`config.mk`:
```
export PLATFORM = sky130hd
export DESIGN_NAME = ram_dp_param
export DESIGN_NICKNAME = d
export VERILOG_FILES = /design/src/rtl/ram_dp_param.sv
export SDC_FILE = /design/constraint.sdc
export NUM_CORES = 1
export LEC_CHECK = 0
export ABC_AREA = 1
export BUFFER_PORTS_ARGS = -buffer_cell sky130_fd_sc_hd__buf_2
export CAP_MARGIN = 10
export CORE_MARGIN = 5
export CORE_UTILIZATION = 54
export CTS_CLUSTER_DIAMETER = 200
export DETAILED_ROUTE_END_ITERATION = 8
export HOLD_SLACK_MARGIN = 0.15
export PLACE_DENSITY = 0.68
export SETUP_SLACK_MARGIN = 0.15
export SYNTH_ARGS = -nofsm -noshare
export SYNTH_HDL_FRONTEND = slang
export SYNTH_SLANG_ARGS = --single-unit
```
`constraint.sdc`:
```
create_clock -name clk -period 3.4 [get_ports clk]
set_input_delay 0.51 -clock clk [delete_from_list [all_inputs] [get_ports clk]]
set_output_delay 0.51 -clock clk [all_outputs]
set_load 0.1 [all_outputs]
```
`src/rtl/ram_dp_param.sv`:
```
// Simple dual-port RAM (one write port, one read port, one clock) with byte-lane writes,
// a configurable read latency, a selectable read-during-write result and a post-reset clear engine.
module ram_dp_param #(
    parameter int DATA_W   = 32,
    parameter int ADDR_W   = 4,
    parameter int RD_LAT   = 1,
    parameter int RDW_MODE = 0
) (
    input  logic                  clk,
    input  logic                  rst,
    input  logic                  wr_enb,
    input  logic [ADDR_W-1:0]     wr_addr,
    input  logic [DATA_W-1:0]     wr_data,
    input  logic [DATA_W/8-1:0]   wr_be,
    input  logic                  rd_enb,
    input  logic [ADDR_W-1:0]     rd_addr,
    output logic [DATA_W-1:0]     rd_data,
    output logic                  rd_valid,
    output logic                  init_busy,
    output logic                  acc_err,
    output logic                  dbg_state
);

    localparam int DEPTH = 2 ** ADDR_W;
    localparam int NB    = DATA_W / 8;

    if ((DATA_W % 8) != 0 || RD_LAT < 1 || RD_LAT > 3) begin : g_param_err
        $fatal(1, "ram_dp_param: DATA_W must be a multiple of 8 and RD_LAT must be 1..3");
    end

    typedef enum logic {CLEAR = 1'b0, READY = 1'b1} state_t;

    state_t              r_state;
    state_t              w_state_nxt;
    logic [ADDR_W-1:0]   r_clr_cnt;
    logic [ADDR_W-1:0]   w_clr_cnt_nxt;
    logic                w_busy;
    logic                w_wr_fire;
    logic                w_rd_fire;
    logic [DATA_W-1:0]   w_rd_word;
    logic [DATA_W-1:0]   r_mem [DEPTH];
    logic [RD_LAT-1:0]   r_vld;
    logic [DATA_W-1:0]   r_dat [RD_LAT];
    logic                r_acc_err;

    // Handshake: there is no backpressure. A request (wr_enb / rd_enb) is accepted on a
    // rising edge only while init_busy=0; each accepted read yields exactly one rd_valid
    // pulse RD_LAT cycles later, in request order. Requests while busy are dropped and flagged.
    assign w_busy    = (r_state == CLEAR);
    assign w_wr_fire = !w_busy && wr_enb;
    assign w_rd_fire = !w_busy && rd_enb;

    always_ff @(posedge clk or posedge rst) begin
        if (rst) begin
            r_state   <= CLEAR;
            r_clr_cnt <= '0;
        end else begin
            r_state   <= w_state_nxt;
            r_clr_cnt <= w_clr_cnt_nxt;
        end
    end

    always_comb begin
        w_state_nxt   = r_state;
        w_clr_cnt_nxt = r_clr_cnt;
        case (r_state)
            CLEAR: begin
                w_clr_cnt_nxt = r_clr_cnt + 1'b1;
                if (r_clr_cnt == ADDR_W'(DEPTH - 1)) begin
                    w_state_nxt = READY;
                end
            end
            READY:   w_state_nxt = READY;
            default: w_state_nxt = CLEAR;
        endcase
    end

    // Storage has no reset; the clear engine owns the write port while busy.
    always_ff @(posedge clk) begin
        if (w_busy) begin
            r_mem[r_clr_cnt] <= '0;
        end else if (w_wr_fire) begin
            for (int i = 0; i < NB; i++) begin
                if (wr_be[i]) begin
                    r_mem[wr_addr][8*i +: 8] <= wr_data[8*i +: 8];
                end
            end
        end
    end

    // Old-data mode falls out of reading the array before the write lands; new-data mode
    // forwards the enabled write lanes over the stored word.
    always_comb begin
        w_rd_word = r_mem[rd_addr];
        if (RDW_MODE != 0 && w_wr_fire && (wr_addr == rd_addr)) begin
            for (int i = 0; i < NB; i++) begin
                if (wr_be[i]) begin
                    w_rd_word[8*i +: 8] = wr_data[8*i +: 8];
                end
            end
        end
    end

    // Data stages only advance behind a valid bit, so the last stage holds between reads.
    always_ff @(posedge clk or posedge rst) begin
        if (rst) begin
            r_vld <= '0;
            for (int k = 0; k < RD_LAT; k++) begin
                r_dat[k] <= '0;
            end
        end else begin
            r_vld[0] <= w_rd_fire;
            if (w_rd_fire) begin
                r_dat[0] <= w_rd_word;
            end
            for (int k = 1; k < RD_LAT; k++) begin
                r_vld[k] <= r_vld[k-1];
                if (r_vld[k-1]) begin
                    r_dat[k] <= r_dat[k-1];
                end
            end
        end
    end

    always_ff @(posedge clk or posedge rst) begin
        if (rst) begin
            r_acc_err <= 1'b0;
        end else begin
            r_acc_err <= w_busy && (wr_enb || rd_enb);
        end
    end

    assign rd_data   = r_dat[RD_LAT-1];
    assign rd_valid  = r_vld[RD_LAT-1];
    assign init_busy = w_busy;
    assign acc_err   = r_acc_err;
    assign dbg_state = r_state;

endmodule
```
==> results by group, run 1 <==
Status
  • Status: finished, final reports clean

Synth
  • Library cells used by synthesis: 21
  • Post-synth top area cell: edfxtp_1
  • Most frequent cell after synthesis: nand2_1
  • Avg Inst Size Synth: between 10 and 15 um^2
  • Post-synth net total: approximately 2100
  • Commonest cells post-synth: nand2_1, edfxtp_1, nand3_1
  • Count of flip-flops with a built-in enable after synthesis: about 500
  • Largest cells by area after synthesis: edfxtp_1, nand2_1, nand3_1, dfrtp_1, nor2_1
  • Post-synthesis sequential area ratio: around 72%
  • Synth top area share: approximately two thirds
  • Synth warn: 0
  • Synth Cell Area: roughly 0.023 mm^2
  • Synth Instances: roughly 2000
  • Post-synth top flop: edfxtp_1
  • #FFs+latches synth: roughly 550
  • Async set-or-reset flop fraction in the synthesized netlist: 7.078%

Floorplanning
  • Die width: between 200 and 250 um
  • Die Area: between 0.04 and 0.05 mm^2
  • CORE AREA: approximately 0.042 mm^2
  • Row Count: 75
  • Die H: between 200 and 250 um
  • Initial core utilization: between 50% and 60%
  • # IOs: 84

Placement
  • Gpl congestion: between 0.8 and 0.9
  • PortBufs: 83
  • Placed Cells: ~2600
  • DP HPWL: between 30 and 40 mm
  • Worst slack, placed: between 300 and 400 ps

Detailed routing
  • Via count: around 15000
  • DRT iter0 DRCs: around 1700
  • Drt wl/cell: ~21 um
  • Routed vias/inst: 5.628
  • DR pass1 iterations: 6
  • WL final: between 50 and 60 mm
  • Routed Antenna Nets: 0
  • DRC viols: 0

STA
  • Final Setup Violations: 0
  • Fmax: 358.4 MHz
  • Min Tclk post-route: between 2000 and 3000 ps
  • Slew margin rel.: around 28%
  • Setup_tns: 0 ps
  • Period utilization: 82.07%
  • Worst-Margin Slew: 1075 ps
  • Clk_skew: between 10 and 15 ps
  • Final worst slack: 609.7 ps
  • RSZ-0062 raised after global routing: false
  • Pins Over Slew Limit: 0
  • Final hold vios: 0

Clock network
  • H-tree levels: 2
  • Post-CTS setup buffer count: 0
  • CTS Sinks: between 500 and 600
  • CTS clk-pin slew, worst paths: 60 ps
  • Clock Tree Root: clkbuf_16
  • TritonCTS buffer count: 54
  • Post-CTS Hold Buffers: 0
  • CTS tree: done
  • Latest clock arrival within the worst-skew pair: ~600 ps
  • Longest Clk Path Bufs: 3
  • Cts repair resizes: 0

Worst setup path
  • Kind of critical path: flop to flop
  • Critical path, cell by cell: nand2_1, inv_1, o21ai_2, nand2_2, nand2_1, nand2_1, nor2_1, nand2_1, nor2_1
  • Worst EP required: between 3000 and 4000 ps
  • Crit. End Element: flop
  • CP startpoint kind: flop
  • Max incr delay on CP: approximately 670 ps
  • Arr. time, crit path: 3020 ps
  • Critical Path Slowest Stage Cell: nor2_1
  • Crit-path max FO: 9
  • Dominant cell type by count on the critical path: nand2_1

Finish
  • Fin nets: approximately 2200
  • Post-Layout Cell Count: roughly 2700
  • Share of cells above drive strength 1: between 10% and 20%
  • Area Overhead vs Synth: 12.41%
  • Diode count: 0

Global route
  • Vias in the first global route: ~15000
  • Antenna violations before repair: 0
  • GRT Total Usage: about a quarter
  • Remaining Overflow, GRT: 0
  • Largest net degree at the start of global routing: approximately 130
  • First-pass GRT wire length: roughly 88 mm

Hold path
  • Hold Crit Class: primary input to async pin

Power
  • P_leak: around 10 nW
  • Pwr Density: around 580 mW/mm^2
  • VDD IR-drop max: ~0.00044 V

Flow run
  • Maxcap violations: 0
## cell families after synthesis
kind of cell | share of synthesized area [%]
simple gates | 23.94
xor+xnor | 0.1164
compound gates | 0.1884
buf+inv | 3.276
flops | 72.43
fa+ha+maj | 0.05541
## critical path: cells and delay by family (launching register included)
kind	cells	cell delay (ps)
buffers and inverters	1	60
AOI/OAI and AO/OA	1	160
and+or+nand+nor	7	1800
DFF	1	390
## final timing paths
kind	slack, ps	depth (start not counted)	startpoint	to
min reg2reg	470	2	rd_data[8]	rd_data[8]
max reg2reg	610	9	dbg_state	r_mem[14][29]
min in group clk	310	3	rd_enb	acc_err
min	180	2	rst	rd_data[9]
max in group asynchronous	2540	2	rst	rd_data[25]
max	610	9	dbg_state	r_mem[14][29]
## placed cells by master (no fill, tap or decap), types with 7 or more instances in the layout
master,instances
nand2_1,805
edfxtp_1,512
nand3_1,391
nor2_1,106
buf_2,81
clkbuf_16,57
buf_4,52
inv_1,43
dfrtp_1,39
clkinv_1,14
clkbuf_1,11
clkinv_2,10
buf_12,7
## layout make-up
cell class                 instances  area (um^2)
multi-input combinational       1317         5485
sequential                       551        16350
fill                            3338        16290
inverter                          48        188.9
timing repair buffer             141        947.2
clock inverter                    30        264.0
clock buffer                      68         1468
tap                              539        674.4
## power breakdown
group          internal (mW)  total, mW  switching, mW
logic                  0.278       1.41           1.13
clock network           3.41       5.85           2.44
registers               7.54       7.56         0.0259
## layer usage
metal  GRT usage (%)  share of wire, %  vias to the layer above
met2           38.87                46                      704
met5               0                 0                        -
li1                -                 -                     7092
met3           4.631               8.9                       85
met1           35.89                43                     7280
met4           6.163               2.1                        0
## per-stage QoR
stage,total power [mW],utilization (%),instance area (um^2),hold slack (ps)
global route,15.29,60.91,25380,263.8
CTS,14.89,60.86,25360,209.0
floorplan,8.643,-,22580,490.1
detailed placement,9.111,56.71,23630,459.3
global placement,9.088,56.71,23630,456.8
finish,14.83,60.91,25380,180.6
## sequential cells by signal, summed over array words and instances (netlist names)
| signal | flops |
|---|---|
| r_clr_cnt | 4 |
| rd_valid | 1 |
| dbg_state | 1 |
| r_mem | 512 |
| acc_err | 1 |
| rd_data | 32 |
Note: power is estimated with default switching activity, not from simulation.
==> inputs of run 2 (changes only) <==
==> constraint.sdc (replaced) <==
create_clock -name clk -period 2.8 [get_ports clk]
set_input_delay 0.42 -clock clk [delete_from_list [all_inputs] [get_ports clk]]
set_output_delay 0.42 -clock clk [all_outputs]
set_load 0.1 [all_outputs]
==> run 2 against run 1 <==
  * Final area rose by 2.2%
  * Global-route usage is 0.45 points higher
  * Sequential share of layout area fell by 1.4 points
  * Critical path depth up 1
  * Largest power group unchanged
  * Register-to-register slack worse by 310 ps
  * Total power is 23% higher
  * Maximum frequency is 12% higher
==> results by group, run 2 (synthesis gave the netlist of run 1 again) <==
Clock network
  • Longest Clk Path Bufs: 3 (unchanged)
  • Clock Tree Root: clkbuf_16
  • Cts repair resizes: 0 (unchanged)
  • Post-CTS setup buffer count: 0 (unchanged)
  • CTS tree: done
  • Latest clock arrival within the worst-skew pair: 590 ps (about the same)
  • CTS clk-pin slew, worst paths: 60 ps (about the same)
  • H-tree levels: 2 (unchanged)
  • TritonCTS buffer count: 53 (-1.9%)
  • CTS Sinks: 551 (unchanged)

Detailed routing
  • WL final: 57.75 mm (+1.6%)
  • DR pass1 iterations: 6 (unchanged)
  • DRC viols: 0 (unchanged)
  • DRT iter0 DRCs: 1844 (+6.2%)
  • Via count: 15350 (+1.3%)
  • Drt wl/cell: 20.95 um (-0.74%)
  • Routed Antenna Nets: 0 (unchanged)
  • Routed vias/inst: 5.568 (-1.1%)

Power
  • Pwr Density: 703.7 mW/mm^2 (+20%)
  • VDD IR-drop max: 0.0004350 V (-2.1%)
  • P_leak: 10.56 nW (+3.6%)

Global route
  • Routing usage on met2: 39.33% (+0.46 points)
  • Remaining Overflow, GRT: 0 (unchanged)
  • Met3 Use GR: 4.250% (-0.38 points)
  • Vias in the first global route: 15080 (+2.1%)
  • GRT Total Usage: 25.04% (+0.45 points)
  • Antenna violations before repair: 1 (+1)
  • Largest net degree at the start of global routing: 191 (+48%)
  • Grt met1 use: 35.65% (-0.24 points)
  • Busiest grt layer: met2
  • First-pass GRT wire length: 88.34 mm (+0.90%)

STA
  • Min Tclk post-route: 2502 ps (-288.7 ps)
  • RSZ-0062 raised after global routing: true
  • Pins Over Slew Limit: 0 (unchanged)
  • Setup_tns: 0 ps (unchanged)
  • Final Setup Violations: 0 (unchanged)
  • Final worst slack: 298.4 ps (-311.3 ps)
  • Clk_skew: 12.18 ps (+0.7295 ps)
  • Fmax: 399.7 MHz (+12%)
  • Final hold vios: 0 (unchanged)
  • Hold WS: 185.4 ps (+4.851 ps)
  • Slew margin rel.: 43.20% (+15 points)
  • Worst-Margin Slew: 852.0 ps (-223.3 ps)
  • Period utilization: 89.34% (+7.3 points)

Worst setup path
  • Dominant cell type by count on the critical path: nand2_1
  • Crit. End Element: flop
  • Delay-heaviest family, CP: simple AND/OR/NAND/NOR gates
  • Max incr delay on CP: 450 ps (-220 ps)
  • Critical Path Slowest Stage Cell: dfrtp_2
  • Kind of critical path: flop to flop
  • Worst EP required: 3090 ps (-540 ps)
  • Critical path, cell by cell: nand2_1, inv_1, o21ai_2, nand2_2, nand2_1, nand2_1, nor2_1, nand2_1, nor2_1, buf_4
  • Arr. time, crit path: 2800 ps (-220 ps)
  • Crit-path max FO: 9 (unchanged)
  • CP startpoint kind: flop
  • Worst Path Buf+Inv: 2 (+1)

Floorplanning
  • Die H: 214.5 um (unchanged)
  • Die Area: 0.04600 mm^2 (unchanged)
  • Die width: 214.5 um (unchanged)
  • Row Count: 75 (unchanged)
  • # IOs: 84 (unchanged)
  • Initial core utilization: 54.18% (unchanged)
  • CORE AREA: 0.04167 mm^2 (unchanged)

Placement
  • DP HPWL: 35.09 mm (+1.9%)
  • PortBufs: 83 (unchanged)
  • Gpl congestion: 0.8839 (+0.97%)
  • Worst slack, placed: 203.3 ps (-164.3 ps)

Flow run
  • Maxcap violations: 0 (unchanged)

Finish
  • Max reg flops: 512 (unchanged)
  • Commonest non-fill, non-tap cell in the layout: nand2_1
  • Most frequent cells in the layout: nand2_1, edfxtp_1, nand3_1, buf_4, nor2_1
  • Fin nets: 2225 (+2.9%)
  • Diode count: 0 (unchanged)
  • Area Overhead vs Synth: 14.85%
  • Storage cell area: 0.01635 mm^2 (about the same)
  • Area of the multi-input gates: 0.005485 mm^2 (unchanged)
  • Top reg by flops: r_mem
  • Share of cells above drive strength 1: 13.12% (+2.8 points)
  • Fillcell total: 3294 (-1.3%)

Status
  • Status: finished, final reports clean

Hold path
  • Hold Crit Class: primary input to flop
[run 2: changes by cell type in the layout (fill, tap and decap cells not counted), sizes merged]
cell | previous run | this run
clkinvlp | 1 | 2
dlygate4sd3 | 0 | 1
clkinv | 25 | 8
buf | 141 | 204
clkbuf | 68 | 83
[run 2: worst paths after layout]
check / from / endpoint / slack, ps / depth (start not counted)
min: rd_enb / acc_err / 190 / 3
max in group asynchronous: rst / rd_data[25] / 1810 / 4
min in group asynchronous: rst / rd_valid / 400 / 3
max: dbg_state / r_mem[14][30] / 300 / 10
min reg2reg: rd_data[9] / rd_data[9] / 470 / 2
max reg2reg: dbg_state / r_mem[14][30] / 300 / 10
[run 2: repair_timing]
action | 4_1_cts | 5_1_grt
endpoints found under the setup margin | 0 | 40
endpoints found under the hold margin | 17 | 0
hold buffers | 1 | 0
[run 2: final cells by class]
cell class / instances / area share (%)
inverters: 48 / 0.7287
clock buffers: 83 / 6.215
clock inverters: 14 / 0.7673
flip-flops and latches: 551 / 63.07
multi-input cells: 1317 / 21.16
repair buffers: 205 / 5.467
well taps: 539 / 2.601
[run 2: tightest hold or removal path, stage by stage]
cell and delay, ps:
buf_2 110, nor2_1 90, nor2_1 90
[run 2: routing by layer]
metal	vias to the layer above	share of wire (%)
met5	-	0
met4	0	3.6
met3	119	9.4
met2	796	46
met1	7223	41
li1	7214	-
[run 2: power by group]
part | total [mW] | switching (mW) | internal (mW) | leakage [nW]
logic | 1.75 | 1.38 | 0.364 | 4.06
clock network | 7.31 | 2.92 | 4.40 | 0.878
registers | 9.18 | 0.0336 | 9.15 | 5.62
[run 2: through the flow]
step	util (%)	cell area, um^2	power, mW	cells
2_1_floorplan	-	22580	10.49	2034
4_1_cts	62.23	25930	18.34	2757
6_report	62.23	25930	18.25	2757
3_5_place_dp	57.86	24110	11.10	2659
3_3_place_gp	57.86	24110	11.08	2659
5_1_grt	62.23	25930	18.86	2757
